===== src/rtl/v_wb_queue.sv =====
// Writeback queue between vector execute and the vector register file write port.
// Latency: an accepted result is presented on vreg_*_o one cycle after acceptance (no bypass).
// Backpressure: ex_ready_o drops only when full and depends solely on the registered count.
//
// Ports:
//   clk, rst          clock and synchronous active-high reset
//   flush_i           squash all buffered results (takes effect at the next edge)
//   ex_valid_i/ex_ready_o, ex_wen_i, ex_waddr_i, ex_result_i   execute-side handshake
//   wb_ready_i        regfile write port free this cycle
//   vreg_wen_o, vreg_waddr_o, vreg_wdata_o                     head entry / regfile write
//   count_o           buffered entry count, registered
// Optional feature (macro V_WB_FWD_EN): fwd_raddr_i, fwd_hit_o, fwd_data_o give a
// combinational youngest-match lookup of buffered results by destination index.
module v_wb_queue #(
    parameter int VREG_W = 256,
    parameter int ADDR_W = 5,
    parameter int DEPTH  = 4,
    parameter int PTR_W  = 2
) (
    input  logic              clk,
    input  logic              rst,
    input  logic              flush_i,
    input  logic              ex_valid_i,
    output logic              ex_ready_o,
    input  logic              ex_wen_i,
    input  logic [ADDR_W-1:0] ex_waddr_i,
    input  logic [VREG_W-1:0] ex_result_i,
    input  logic              wb_ready_i,
    output logic              vreg_wen_o,
    output logic [ADDR_W-1:0] vreg_waddr_o,
    output logic [VREG_W-1:0] vreg_wdata_o,
`ifdef V_WB_FWD_EN
    input  logic [ADDR_W-1:0] fwd_raddr_i,
    output logic              fwd_hit_o,
    output logic [VREG_W-1:0] fwd_data_o,
`endif
    output logic [PTR_W:0]    count_o
);

    localparam logic [PTR_W:0] FULL_CNT = (PTR_W+1)'(DEPTH);

    logic [ADDR_W-1:0] mem_addr [DEPTH];
    logic [VREG_W-1:0] mem_data [DEPTH];

    logic [PTR_W-1:0] wr_ptr;
    logic [PTR_W-1:0] rd_ptr;
    logic [PTR_W:0]   count;

    logic empty;
    logic push;
    logic drain;

    assign empty      = (count == '0);
    assign ex_ready_o = (count != FULL_CNT);
    // A no-write op completes the handshake but never occupies a slot.
    assign push       = ex_valid_i & ex_ready_o & ex_wen_i;

    assign vreg_wen_o   = ~empty;
    assign vreg_waddr_o = empty ? '0 : mem_addr[rd_ptr];
    assign vreg_wdata_o = empty ? '0 : mem_data[rd_ptr];
    assign drain        = vreg_wen_o & wb_ready_i;

    assign count_o = count;

    // Pointer/count state. Flush and reset are equivalent: they override any
    // same-cycle push or drain. The regfile still sees the head write during a
    // flush cycle because vreg_wen_o is combinational from current state.
    always_ff @(posedge clk) begin
        if (rst || flush_i) begin
            wr_ptr <= '0;
            rd_ptr <= '0;
            count  <= '0;
        end else begin
            if (push) begin
                wr_ptr <= wr_ptr + 1'b1;
            end
            if (drain) begin
                rd_ptr <= rd_ptr + 1'b1;
            end
            case ({push, drain})
                2'b10:   count <= count + 1'b1;
                2'b01:   count <= count - 1'b1;
                default: count <= count;
            endcase
        end
    end

    // Storage needs no reset: every read of it is masked by the count.
    always_ff @(posedge clk) begin
        if (push && !rst && !flush_i) begin
            mem_addr[wr_ptr] <= ex_waddr_i;
            mem_data[wr_ptr] <= ex_result_i;
        end
    end

`ifdef V_WB_FWD_EN
    // Walk entries oldest to youngest; later matches overwrite earlier ones so
    // the youngest buffered write to the index wins.
    logic [PTR_W-1:0] fwd_idx;

    always_comb begin
        fwd_hit_o  = 1'b0;
        fwd_data_o = '0;
        fwd_idx    = '0;
        for (int k = 0; k < DEPTH; k++) begin
            fwd_idx = rd_ptr + PTR_W'(k);
            if (((PTR_W+1)'(k) < count) && (mem_addr[fwd_idx] == fwd_raddr_i)) begin
                fwd_hit_o  = 1'b1;
                fwd_data_o = mem_data[fwd_idx];
            end
        end
    end
`endif

endmodule


===== config.mk =====
export PLATFORM = sky130hd
export DESIGN_NAME = v_wb_queue
export DESIGN_NICKNAME = d
export VERILOG_FILES = /design/src/rtl/v_wb_queue.sv
export SDC_FILE = /design/constraint.sdc
export NUM_CORES = 1
export LEC_CHECK = 0
export ABC_CLOCK_PERIOD_IN_PS = 8200
export CAP_MARGIN = 30
export CELL_PAD_IN_SITES_DETAIL_PLACEMENT = 0
export CELL_PAD_IN_SITES_GLOBAL_PLACEMENT = 1
export CORE_UTILIZATION = 43
export CTS_CLUSTER_SIZE = 20
export DETAILED_ROUTE_END_ITERATION = 10
export PLACE_DENSITY_LB_ADDON = 0.1
export SLEW_MARGIN = 25
export SYNTH_ARGS = -nofsm -noshare
export SYNTH_HDL_FRONTEND = slang
export SYNTH_SLANG_ARGS = --single-unit
export TNS_END_PERCENT = 5

===== constraint.sdc =====
create_clock -name clk -period 8.2 [get_ports clk]
set_clock_uncertainty 0.15 [all_clocks]
set_input_delay 0.82 -clock clk [delete_from_list [all_inputs] [get_ports clk]]
set_output_delay 0.82 -clock clk [all_outputs]
set_load 0.05 [all_outputs]

* Word-level counts from Yosys, hierarchy flattened
Memories as Yosys holds them, arrays and structs flattened. A register that Yosys moved wholly into a read port is not among the register bits. Cells that the tools add are included.
Operators by class: add/sub/neg operators 4, equality and inequality tests 3, mux-type cells 9, bitwise operators 4, reductions and logical operators 7
Operator list (count):
- 256-bit 2-to-1 mux | 1
- 2-bit 2-to-1 mux | 4
- 3-bit case mux with 2 select lines | 1
- 5-bit 2-to-1 mux | 1
- 2-bit by 1-bit adder with 2-bit output, second input constant | 2
- 3-bit by 1-bit adder with 3-bit output, second input constant | 1
- 1-bit bitwise AND | 3
- 3-bit logical NOT | 1
- 3-bit != test, second input constant | 1
- 3-bit by 1-bit subtractor with 3-bit output, second input constant | 1
- 2-bit by 1-bit equality test with 1-bit output, second input constant | 1
- 2-bit equality test, second input constant | 1
- 1-bit logical AND | 2
- 1-bit logical NOT | 2
- 1-bit 2-to-1 mux | 2
- 2-bit nonzero test | 1
- 1-bit logical OR | 1
- 1-bit NOT | 1
Word-level totals: bits in registers 7, bits in writable memories 1044, logic and storage cells 32, memories 2
Memory list:
- mem_data | depth 4, bits a word 256, read ports 1, clocked after memory_dff 1, write ports 1, line 43 | logic [VREG_W-1:0] mem_data [DEPTH];
- mem_addr | depth 4, bits a word 5, read ports 1, clocked after memory_dff 1, write ports 1, line 42 | logic [ADDR_W-1:0] mem_addr [DEPTH];

* Logic depth before layout (Yosys ltp)
Gate-level depths: netlist of run 1.
depth in word-level cells 7, gate-level depth with buffers 9

* Least setup slack after synthesis of run 1
OpenSTA, ideal clock, no wires.
kind reg-to-reg, from reg count[0], in the netlist count_o[0], to mem mem_addr[0][0], enable pin, library setup time 0.657 ns, data arrival time 7.427 ns, path slack -0.034 ns, cell stages (with the launch flop) 4, buffers on the path 0, cell sequence dfxtp_1 or3b_2 and2_0 and3_1
On the way: cells in the longest elaborated chain, start to end 7
RTL lines:
- start: declaration | line 47 | logic [PTR_W:0] count;
- start signal: assignment | line 81 | 2'b10: count <= count + 1'b1;
- start signal: assignment | line 82 | 2'b01: count <= count - 1'b1;
- start signal: assignment | line 83 | default: count <= count;
- 3-bit != test | line 54 | assign ex_ready_o = (count != FULL_CNT);
- via ex_ready_o | line 24 | output logic ex_ready_o,
- 1-bit bitwise AND (2 in series) | line 56 | assign push = ex_valid_i & ex_ready_o & ex_wen_i;
- 1-bit logical AND (2 in series) | line 90 | if (push && !rst && !flush_i) begin
- 1-bit 2-to-1 mux | line 90
- 1-bit 2-to-1 mux (not written as such) | line 91 | mem_addr[wr_ptr] <= ex_waddr_i;
- end: declaration | line 42
The timed path passes the listed nets, and every way through them passes these cells.

==> flow_metrics.tcl, run 1 <==
set metrics [dict create \
    cts-resized-gates 0 \
    period_share_pct 60.5 \
    relSlewSlack_pct 30.8 \
    hold_buffers 0 \
    drc_errors 0 \
    cap_violations 0 \
    initial_core_util_pct 43.4 \
    hold_path_class "reg2reg" \
    place_hpwl_mm 51.6 \
    multiInputGateArea_um2 7810 \
    setup-tns-final_ns 0 \
    routedWlPerCell_um 24.3 \
    first_global_vias 19800 \
    syn_nets 1979 \
    status "finished, final reports clean" \
    crit_fanout 105 \
    critPathArrivalTime_ns 3.99 \
    cp-start-kind "register" \
    grt_remaining_overflow 0 \
    regArea_um2 31500 \
    via_count 18700 \
    grt_usage_pct 18.9 \
    critPathKind "reg2out" \
    path_cells "buf_12 > buf_16 > mux4_2 > and2_1 > clkdlybuf4s50_1" \
    fin_area_um2 50100 \
    drive_above_1_share_pct 18.4 \
    grt_max_degree 147 \
    dr.pass1.iters 4 \
    ir_drop_mv 0.201 \
    antenna_found_initial 24 \
    min_period_ns 4.96 \
    cts-root-buf "clkbuf_16" \
    clock_sinks 1053 \
    yosysWarnings 0 \
    syn2layout_area_growth_pct 25.8 \
    ioPinCount 533 \
    synth_top_area_share_pct 78.6 \
    setup_viol 0 \
    synth-seq-cells 1053 \
    hold_viol 0 \
    cpMaxStageDelayCell "dfxtp_4" \
    synth_area_um2 39900 \
    cts_post_setup_buffers_inserted 0 \
    synth_cells 1706 \
    critical_path.max_stage_delay_ns 0.84 \
    wirelength_mm 88.2 \
    portBuffers 532 \
    yosysTopAreaCell "edfxtp_1" \
    cp.required_ns 7.23 \
    p_leak_uw 0.0155 \
    ys_types 25 \
    gp_congestion 0.737 \
    cts_inserted_buffers 113 \
    initialDrtViolationCount 1041 \
    die_w_um 306 \
    nFillCells 7072 \
    nets 2564 \
    cp-end-kind "output pin" \
    grt_setup_unrepaired "false" \
    avgSynthCellArea_um2 23.4 \
    slew_violations 0 \
    place_area_um2 46700 \
    cts.clk_slew.worst_paths_ns 0.06 \
    power.total_uw 11300 \
    core-area_um2 91800 \
    rows 111 \
    detail_route.vias_per_cell 5.17 \
    worstMarginPinSlew_ns 1.04 \
    cts_tree "yes" \
    cts_buffer_depth 3 \
    die_y_um 306 \
    grt_pass1_wl_mm 130 \
    fmax_ghz 0.202 \
    ant_nets 0 \
    powerDensity_nw_per_um2 225 \
    synth_seq_area_share_pct 79.1 \
    synthTopCellsByArea "edfxtp_1, mux4_2, and2_1" \
    die_area_um2 93900 \
    cts-htree-levels 3 \
    clock_latency_ns 0.68 \
]
-- worst max-delay path: cells and delay by family, from the launching register on --
kind / cells / cell delay (ns)
flip-flops: 1 / 0.84
multiplexers: 1 / 0.48
buffers and inverters: 3 / 1.47
AND/OR/NAND/NOR: 1 / 0.20
-- per-layer routing --
layer / global-route usage (%) / share of wire [%]
met4: 5.33 / 2.0
met5: 0 / 0.30
met1: 24.5 / 41
met2: 31.2 / 50
met3: 5.53 / 6.5
-- registers in the layout, indices dropped and copies added (netlist names), named ones only --
register / cells
count_o: 3
mem_addr: 20
mem_data: 1024
rd_ptr: 2
wr_ptr: 2
-- synthesized netlist by cell type (all sizes together) --
library cell  instances
a21oi                 2
and2                264
and3                  4
buf                  51
clkbuf               36
dfxtp                 9
edfxtp             1044
fa                    1
ha                    5
inv                   6
mux4                261
nand2                 2
nand4                 2
nand4b                1
nor2                  5
o21ai                 4
o311ai                1
o31ai                 1
or2                   1
or3                   2
or3b                  1
xor2                  3
-- path summary, 6_finish.rpt --
path / from / to / slack (ns) / depth (start not counted)
max: register / vreg_wdata_o[63] / 3.24 / 5
min: wr_ptr[0] / wr_ptr[0] / 0.36 / 2
max reg2reg: count_o[0] / mem_data[2][207] / 4.98 / 4
min reg2reg: wr_ptr[0] / wr_ptr[0] / 0.36 / 2
-- cell families after synthesis --
| kind of cell | synth area share (%) |
|---|---|
| AOI/OAI and AO/OA | 0.116 |
| xor gates and xnor gates | 0.0659 |
| adders and majority gates | 0.207 |
| buffers and inverters | 1.38 |
| DFF | 79.1 |
| muxes | 14.7 |
| and+or+nand+nor | 4.39 |
-- layout make-up --
cell class	instances	area share [%]
Antenna cell	4	0.0200
Clock buffer	141	5.93
Clock inverter	62	0.946
Inverter	6	0.0449
Multi-Input combinational cell	560	15.6
Sequential cell	1053	62.9
Tap cell	1243	3.10
Timing Repair Buffer	557	11.5
-- placed cells by master (no fill, tap or decap), types with 5 or more instances in the layout --
cell,instances
and2_1,263
buf_12,13
buf_4,8
bufinv_16,6
clkbuf_1,26
clkbuf_16,115
clkdlybuf4s50_1,532
clkinv_1,34
clkinv_2,13
dfxtp_1,7
edfxtp_1,1044
ha_1,5
inv_1,6
mux4_2,261
nor2_1,5
-- where the power goes --
part / switching [uW] / internal [uW] / leakage [uW]
registers: 6.69 / 5950 / 0.00948
clock network: 1970 / 2740 / 0.00167
logic: 348 / 261 / 0.00433
-- per-stage QoR --
step                      hold WS (ns)  setup slack [ns]  util (%)  cells
after floorplan                  0.307              3.00         -   1706
after global placement           0.337              3.87      50.7   3412
after detailed placement         0.340              3.88      50.8   3418
after CTS                        0.361              3.14      54.6   3621
after global routing             0.400              3.01      54.6   3626
final                            0.358              3.24      54.6   3626
No activity file was read; power rests on OpenSTA's default activity.
==> run 2: changes to the inputs <==
ABC_CLOCK_PERIOD_IN_PS = 5100   (was 8200)
CORE_UTILIZATION = 48   (was 43)
clock period = 5.1 ns   (was 8.2 ns; I/O delays follow)
==> flow_metrics.tcl, run 2 (synthesized netlist as in run 1, its figures left out) <==
set metrics [dict create \
    status "finished, final reports clean" \
    die_y_um 290 \
    grt_setup_unrepaired "false" \
    regMostFlops "mem_data" \
    largest_reg_flops 1024 \
    ant_nets 0 \
    initial_core_util_pct 48.6 \
    clock_latency_ns 0.64 \
    critical_path.max_stage_delay_ns 0.80 \
    cpMaxStageDelayCell "dfxtp_4" \
    worstMarginPinSlew_ns 0.919 \
    cts-root-buf "clkbuf_16" \
    hold_viol 0 \
    nets 2575 \
    reg2reg_to "mem_data[0][238]" \
    grt_remaining_overflow 0 \
    ioPinCount 533 \
    drive_above_1_share_pct 19.0 \
    layout_setup_ws_ns 0.992 \
    place_hpwl_mm 53.2 \
    hold-path-endpoint "mem_data[3][215]" \
    min_from "ex_result_i[215]" \
    cap_violations 0 \
    cp-end-kind "output pin" \
    nFillCells 5772 \
    layout_common_cells "edfxtp_1, clkdlybuf4s50_1, and2_1" \
    path_cells "buf_4 > mux4_2 > and2_1 > clkdlybuf4s50_1" \
    cp_top_family "buffers and inverters" \
    rows 105 \
    cts.clk_slew.worst_paths_ns 0.06 \
    grt_usage_pct 20.8 \
    cp.required_ns 4.44 \
    worstRegToRegCells 4 \
    portBuffers 532 \
    min_period_ns 4.11 \
    grt_max_degree 89 \
    setup_viol 0 \
    hold_buffers 0 \
    critPathArrivalTime_ns 3.45 \
    period_share_pct 80.5 \
    die_area_um2 84200 \
    post-place-ws_ns 1.55 \
    r2r_start "count_o[0]" \
    gp_congestion 0.754 \
    wirelength_mm 86.6 \
    relSlewSlack_pct 38.7 \
    clock_sinks 1053 \
    drc_errors 0 \
    cts-resized-gates 0 \
    fmax_ghz 0.243 \
    via_count 18800 \
    cts_tree "yes" \
    initialDrtViolationCount 988 \
    layout_commonest_cell "edfxtp_1" \
    first_global_vias 20200 \
    cts_post_setup_buffers_inserted 0 \
    critPathKind "reg2out" \
    detail_route.vias_per_cell 5.41 \
    slew_violations 0 \
    hold_depth 1 \
    crit_buf_inv 2 \
    p_leak_uw 0.0156 \
    die_w_um 290 \
    r2r_setup_slack_ns 2.30 \
    powerDensity_nw_per_um2 360 \
    syn2layout_area_growth_pct 25.6 \
    power.total_uw 18000 \
    core-area_um2 82100 \
    ir_drop_mv 0.301 \
    antenna_found_initial 32 \
    hold_path_class "in2reg" \
    routedWlPerCell_um 25.0 \
    cts_inserted_buffers 107 \
    crit_fanout 28 \
    cts-htree-levels 3 \
    cp-start-kind "register" \
    cts_buffer_depth 3 \
    setup-tns-final_ns 0 \
    grt_pass1_wl_mm 129 \
    dr.pass1.iters 4 \
]
==> run 2: power by group <==
| part | switching (uW) | internal [uW] | total, uW | leakage, uW |
|---|---|---|---|---|
| Clock | 3120 | 4360 | 7480 | 0.00164 |
| Sequential | 13.3 | 9560 | 9580 | 0.00948 |
| Combinational | 558 | 417 | 975 | 0.00443 |
==> run 2: worst reg2reg max path: stages (launching register included) <==
cell and delay, ns:
dfxtp_1 0.43, or3b_2 0.21, and2_0 0.33, and3_4 0.71, buf_12 0.49
==> run 2: through the flow <==
| stage | util, % | hold WS [ns] | std cells | area [um2] |
|---|---|---|---|---|
| floorplan | - | 0.307 | 1706 | 39900 |
| global placement | 56.8 | 0.316 | 3262 | 46700 |
| detailed placement | 56.8 | 0.345 | 3263 | 46700 |
| CTS | 60.9 | 0.291 | 3458 | 50000 |
| global route | 61.0 | 0.314 | 3470 | 50100 |
| finish | 61.0 | 0.327 | 3470 | 50100 |
==> run 2: worst max-delay path by stage <==
| stage | start | end | slack (ns) | depth (start not counted) |
|---|---|---|---|---|
| after floorplan | count_o[0] | mem_addr[0][0] | -0.1 | 3 |
| after global placement | register | vreg_waddr_o[1] | 1.54 | 4 |
| after global routing | register | vreg_wdata_o[13] | 0.77 | 4 |
| after CTS | register | vreg_wdata_o[13] | 0.83 | 4 |
| after detailed placement | register | vreg_wdata_o[13] | 1.55 | 4 |
| final | register | vreg_wdata_o[13] | 0.99 | 4 |
==> run 2: area by class of cell <==
cell class / count / area (um2) / share of cell area, %
clock buffer: 133 / 2820 / 5.63
timing repair buffer: 574 / 5970 / 11.9
clock inverter: 62 / 549 / 1.10
tap: 1070 / 1340 / 2.67
antenna: 12 / 30.0 / 0.0600
sequential: 1053 / 31500 / 63.0
inverter: 6 / 22.5 / 0.0450
multi-input combinational: 560 / 7810 / 15.6
==> run 2: per-layer routing <==
layer  routed length (um)  GRT usage (%)  vias up
li1                     -              -     8239
met1                33100           25.8     9835
met2                44300           34.3      513
met3                 6700           6.68      157
met4                 2220           7.46       40
met5                  259              0        -
==> patch 1: new RTL, flow settings as in run 2 <==
Set the parameter `PTR_W` to 3 (it was 2).
--- a/src/rtl/v_wb_queue.sv
+++ b/src/rtl/v_wb_queue.sv
@@ -15,7 +15,7 @@
     parameter int VREG_W = 256,
     parameter int ADDR_W = 5,
     parameter int DEPTH  = 4,
-    parameter int PTR_W  = 2
+    parameter int PTR_W  = 3
 ) (
     input  logic              clk,
     input  logic              rst,
Ports: changed (resized count_o); port bits go from 533 to 534. The function was not compared with the original's and may differ.
==> patch 1 against run 2 <==
Wire length increased by 1.9%. Sequential cell count increased by 1. First-iteration DRC count increased by 11%. Worst setup slack got worse by 88 ps. Die area increased by 0.24%. Area after synthesis increased by 0.25%. Via count increased by 1.3%. Total power increased by 1.6%. Non-clock buffer count increased by 8. Final area increased by 0.49%. Critical path type unchanged. Critical endpoint is now vreg_wdata_o[210].
==> patch 1: results (changes against run 2) <==
----------------------------------------------------
[Status]
  Result of the run ... finished, final reports clean

[Cells and area]
  Fraction of final layout cells sized beyond drive strength 1 ... 19.68% (+0.67 points)
  Total number of nets in the final design ... 2594 (+0.74%)
  Flip-flop count of the largest register, all copies and words added ... 1024 (unchanged)
  Most flop-heavy register ... mem_data

[CTS]
  Latest clock arrival within the worst-skew pair ... 660 ps (+20 ps)
  CTS Root Buffer Type ... clkbuf_16
  Clock buffers created by TritonCTS ... 108 (+0.93%)
  Clock slew at reported path FFs ... 60 ps (about the same)
  Setup Buffers After CTS ... 0 (unchanged)
  CTS H-tree depth ... 3 (unchanged)
  Number of cells upsized or downsized after cts ... 0 (unchanged)
  Number of buffers on the longest clock path ... 3 (unchanged)

[Synthesis]
  Count of unique library cells instantiated by Yosys ... 29 (+16%)
  Async SR Flop Fraction ... 0% (unchanged)
  Proportion of netlist area held by the largest area contributor ... 78.45% (-0.19 points)
  Number of flops mapped to enable cells by yosys ... 1044 (unchanged)
  Count of warnings emitted by yosys ... 0 (unchanged)
  Top FF cell, synth ... edfxtp_1
  Most area-consuming cells after synthesis ... edfxtp_1 (78%), mux4_2 (15%), and2_1 (4.1%)
  Most numerous cell types in the synthesized netlist ... edfxtp_1 (1044), and2_1 (261), mux4_2 (261)
  Synthesized net count ... 1990 (+0.56%)
  Fraction of the yosys area taken by sequential cells ... 78.95% (-0.15 points)

[Global routing]
  Largest net degree at the start of global routing ... 95 (+6.7%)
  Via count of the first global-routing pass ... 20293 (+0.22%)
  Wire length of the first global-routing pass ... 131800 um (+1.8%)
  Antenna violations before repair ... 26 (-19%)
  Overall track demand over capacity in global routing ... 21.14% (+0.38 points)

[Route]
  DRT iter0 DRCs ... 1097 (+11%)
  Final Routed Wirelength ... 88260 um (+1.9%)
  Drt pass-1 iters ... 5 (+1)
  Total via count in the routed design ... 19020 (+1.3%)

[Worst setup path]
  Arrival time worst endpoint ... 3540 ps (+90 ps)
  Slowest cell on crit path ... or4_4
  Maximum fanout along the worst path ... 94 (+240%)
  Slowest stage delay, CP ... 870 ps (+70 ps)
  Worst path top cell family by delay ... simple AND/OR/NAND/NOR gates

[Placement]
  HPWL Detailed ... 54470 um (+2.3%)
  Number of buffers inserted by port buffering ... 533 (+0.19%)
  Cell area reported after detailed placement ... 46880 sq um (+0.43%)
  Last weighted congestion value of the routability-driven placer ... 0.7422 (-1.5%)
  Pre-CTS WS ... 1545 ps (-8.950 ps)

[Power]
  Worst-case vdd ir drop ... 0.2913 mV (-3.4%)
  Static leakage ... 15.67 nW (+0.78%)

[Timing]
  Worst relative slew slack ... 46.25% (+7.5 points)
  Count of final setup violators ... 0 (unchanged)

[Worst hold path]
  Worst min path class ... in2reg

----------------------------------------------------
[patch 1: logic make-up (layout without fill, tap and decap cells)]
group,after synthesis,count (layout),synth area share (%)
other,0,5,0
AOI/OAI and AO/OA,8,8,0.1159
buffers and inverters,92,784,1.371
muxes,263,263,14.76
adders and majority gates,7,7,0.2192
DFF,1054,1054,78.95
and+or+nand+nor,286,286,4.436
xor gates and xnor gates,6,6,0.1503
[patch 1: area by class of cell]
cell class	count	area (sq um)
inverter	4	15.01
antenna	5	12.51
multi-input combinational	570	7885
clock buffer	135	2855
fill	5823	31920
sequential	1054	31560
clock inverter	63	556.8
tap	1070	1339
timing repair buffer	582	6098
[patch 1: layer usage]
layer / track usage, % / vias up / wire length (um)
met2: 34.74 / 513 / 44350
met5: 0 / - / 268
met1: 27.27 / 10021 / 35150
li1: - / 8300 / -
met4: 5.730 / 40 / 1841
met3: 6.745 / 146 / 6646
[patch 1: metrics by stage]
stage                     util, %  hold slack, ps  cells  setup TNS (ps)
after floorplan                 -           334.7   1716          -24740
after global placement      56.96           347.6   3278               0
after detailed placement    57.00           371.0   3279               0
after CTS                   61.15           278.3   3477               0
after global routing        61.18           305.9   3481               0
final                       61.19           318.3   3483               0
[patch 1: report_power, final]
part	leakage, nW	switching [mW]	internal (mW)
registers	9.49	0.0135	9.57
clock network	1.66	3.24	4.33
logic	4.53	0.681	0.477
[patch 1: path summary, 6_finish.rpt]
kind	start	to	slack, ps	depth (start not counted)
worst max-delay path	count_o[2]$_SDFFE_PP0P_	vreg_wdata_o[210]	900	4
worst min-delay path	ex_result_i[222]	mem_data[3][222]$_DFFE_PP_	320	1
worst max register to register	count_o[2]$_SDFFE_PP0P_	count_o[3]$_SDFFE_PP0P_	1600	8
worst min register to register	rd_ptr[1]$_SDFFE_PP0P_	rd_ptr[1]$_SDFFE_PP0P_	390	2
==> patch 2: new RTL, flow settings as in run 2 <==
Without the edit above. Put one more register stage on the output `count_o`, without a reset. The value now appears one clock later. The other outputs are not delayed to match. Comments in the files are not updated.
--- a/src/rtl/v_wb_queue.sv
+++ b/src/rtl/v_wb_queue.sv
@@ -60,7 +60,9 @@
     assign vreg_wdata_o = empty ? '0 : mem_data[rd_ptr];
     assign drain        = vreg_wen_o & wb_ready_i;
 
-    assign count_o = count;
+    always_ff @(posedge clk) begin
+        count_o <= count;
+    end
 
     // Pointer/count state. Flush and reset are equivalent: they override any
     // same-cycle push or drain. The regfile still sees the head write during a
Function: changed (Yosys sat finds a counterexample within 4 cycles, from zero or initial values).
==> patch 2 against run 2 <==
First-iteration DRC count increased by 15%. Final cell count increased by 0.55%. Worst setup slack improved by 7.6 ps. Highest routed layer unchanged. Total power increased by 2.6%. Critical endpoint is now vreg_wdata_o[102]. Clock power increased by 5.9%. Wire length increased by 2.2%. Area after synthesis increased by 0.15%. Maximum frequency increased by 0.19%. Via count increased by 1.3%. Sequential cell count increased by 3. Sequential power about the same. Register-to-register slack got worse by 80 ps. Final area increased by 0.95%.
==> patch 2: results (changes against run 2) <==
----------------------------------------------------
[Cells and area]
  FILL cells ... 5787 (+0.26%)
  Fraction of final layout cells sized beyond drive strength 1 ... 20.23% (+1.2 points)
  Total number of nets in the final design ... 2595 (+0.78%)

[Route]
  Final Routed Wirelength ... 88510 um (+2.2%)
  Drt pass-1 iters ... 5 (+1)
  DRT iter0 DRCs ... 1132 (+15%)
  Total via count in the routed design ... 19034 (+1.3%)

[Global routing]
  Wire length of the first global-routing pass ... 131700 um (+1.8%)
  Overall track demand over capacity in global routing ... 21.13% (+0.37 points)
  Antenna violations before repair ... 22 (-31%)
  Via count of the first global-routing pass ... 20174 (-0.37%)
  Largest net degree at the start of global routing ... 159 (+79%)
  Leftover overflow at the end of global routing ... 0 (unchanged)

[Timing]
  Share of the cycle needed by the critical path after routing ... 80.40% (-0.15 points)
  Worst relative slew slack ... 39.92% (+1.2 points)

[Synthesis]
  Most area-consuming cells after synthesis ... edfxtp_1 (79%), mux4_2 (15%), and2_1 (4.1%)
  Fraction of the yosys area taken by sequential cells ... 79.13% (about the same)
  Count of unique library cells instantiated by Yosys ... 25 (unchanged)
  Top FF cell, synth ... edfxtp_1
  Number of flops mapped to enable cells by yosys ... 1044 (unchanged)
  Async SR Flop Fraction ... 0% (unchanged)
  Synthesized net count ... 1982 (+0.15%)
  Count of warnings emitted by yosys ... 0 (unchanged)

[CTS]
  Number of cells upsized or downsized after cts ... 0 (unchanged)
  Number of buffers on the longest clock path ... 3 (unchanged)
  CTS Root Buffer Type ... clkbuf_16
  Latest clock arrival within the worst-skew pair ... 650 ps
  Clock buffers created by TritonCTS ... 107 (unchanged)
  CTS H-tree depth ... 3 (unchanged)
  Post-CTS Hold Buffers ... 0 (unchanged)

[Worst setup path]
  Arrival time worst endpoint ... 3440 ps (about the same)
  Maximum fanout along the worst path ... 31 (+11%)
  Slowest cell on crit path ... dfxtp_4
  Reg2Reg Capture Point ... mem_data[0][2]$_DFFE_PP_
  Flop-to-flop setup slack ... 2220 ps (-80 ps)
  Slowest stage delay, CP ... approximately 790 ps
  Cells on worst reg2reg path ... 4 (unchanged)
  Reg-to-reg critical path startpoint ... count[0]$_SDFFE_PP0P_

[Placement]
  Pre-CTS WS ... 1533 ps (-20.39 ps)
  Number of buffers inserted by port buffering ... 532 (unchanged)
  Cell area reported after detailed placement ... 46930 sq um (+0.54%)
  HPWL Detailed ... 55360 um (+4.0%)
  Last weighted congestion value of the routability-driven placer ... 0.7485 (-0.68%)

[Worst hold path]
  Worst min path class ... reg2reg
  Worst hold path cell count ... 0 (-1)
  Hold path endpoint ... count_o[2]$_DFF_P_
  Worst min-delay path startpoint ... count[2]$_SDFFE_PP0P_

[Power]
  Static leakage ... 15.81 nW (+1.6%)
  Sw power ... 3.782 mW (+2.5%)
  Worst-case vdd ir drop ... 0.2991 mV (-0.79%)
  Clock group total power ... 7.92 mW (+5.9%)
  Combinational cell power ... 980 uW (+0.5%)

[Status]
  Result of the run ... finished, final reports clean

----------------------------------------------------
[patch 2: how the worst max path moves through the flow]
stage / from / endpoint / depth (start not counted)
6_report: flip-flop / vreg_wdata_o[102] / 4
5_1_grt: flip-flop / vreg_wdata_o[122] / 4
4_1_cts: flip-flop / vreg_wdata_o[170] / 4
3_5_place_dp: flip-flop / vreg_wdata_o[59] / 4
3_3_place_gp: flip-flop / vreg_wdata_o[59] / 4
2_1_floorplan: count[0]$_SDFFE_PP0P_ / mem_addr[0][0]$_DFFE_PP_ / 3
[patch 2: per-layer routing]
layer  up-vias  global-route usage (%)  wire, um  share of wire, %
met3       137                   5.109      5349               6.0
met4        28                   6.175      1792               2.0
met1     10075                   27.77     35920                41
met5         -                       0       176              0.20
li1       8293                       -         -                 -
met2       501                   35.20     45270                51
[patch 2: kinds of logic after synthesis]
group | count (synthesis) | share of synthesized area [%]
xor gates and xnor gates | 3 | 0.06582
muxes | 261 | 14.72
and+or+nand+nor | 282 | 4.388
adders and majority gates | 6 | 0.2068
AOI/OAI and AO/OA | 8 | 0.1160
buffers and inverters | 93 | 1.376
DFF | 1056 | 79.13
[patch 2: through the flow]
step | power (mW) | instances | hold slack, ps | util [%]
after global placement | 10.75 | 3279 | 262.2 | 56.98
final | 18.50 | 3489 | 272.9 | 61.47
after floorplan | 10.25 | 1709 | 218.6 | -
after detailed placement | 10.77 | 3282 | 264.7 | 57.06
after CTS | 18.68 | 3481 | 263.6 | 61.42
after global routing | 19.05 | 3487 | 276.5 | 61.46
[patch 2: layout make-up]
type,instances,area share [%]
multi-input cells,560,15.45
flip-flops and latches,1056,62.51
repair buffers,591,12.22
clock inverters,70,1.495
inverters,6,0.04455
diodes,7,0.03465
clock buffers,129,5.601
well taps,1070,2.648
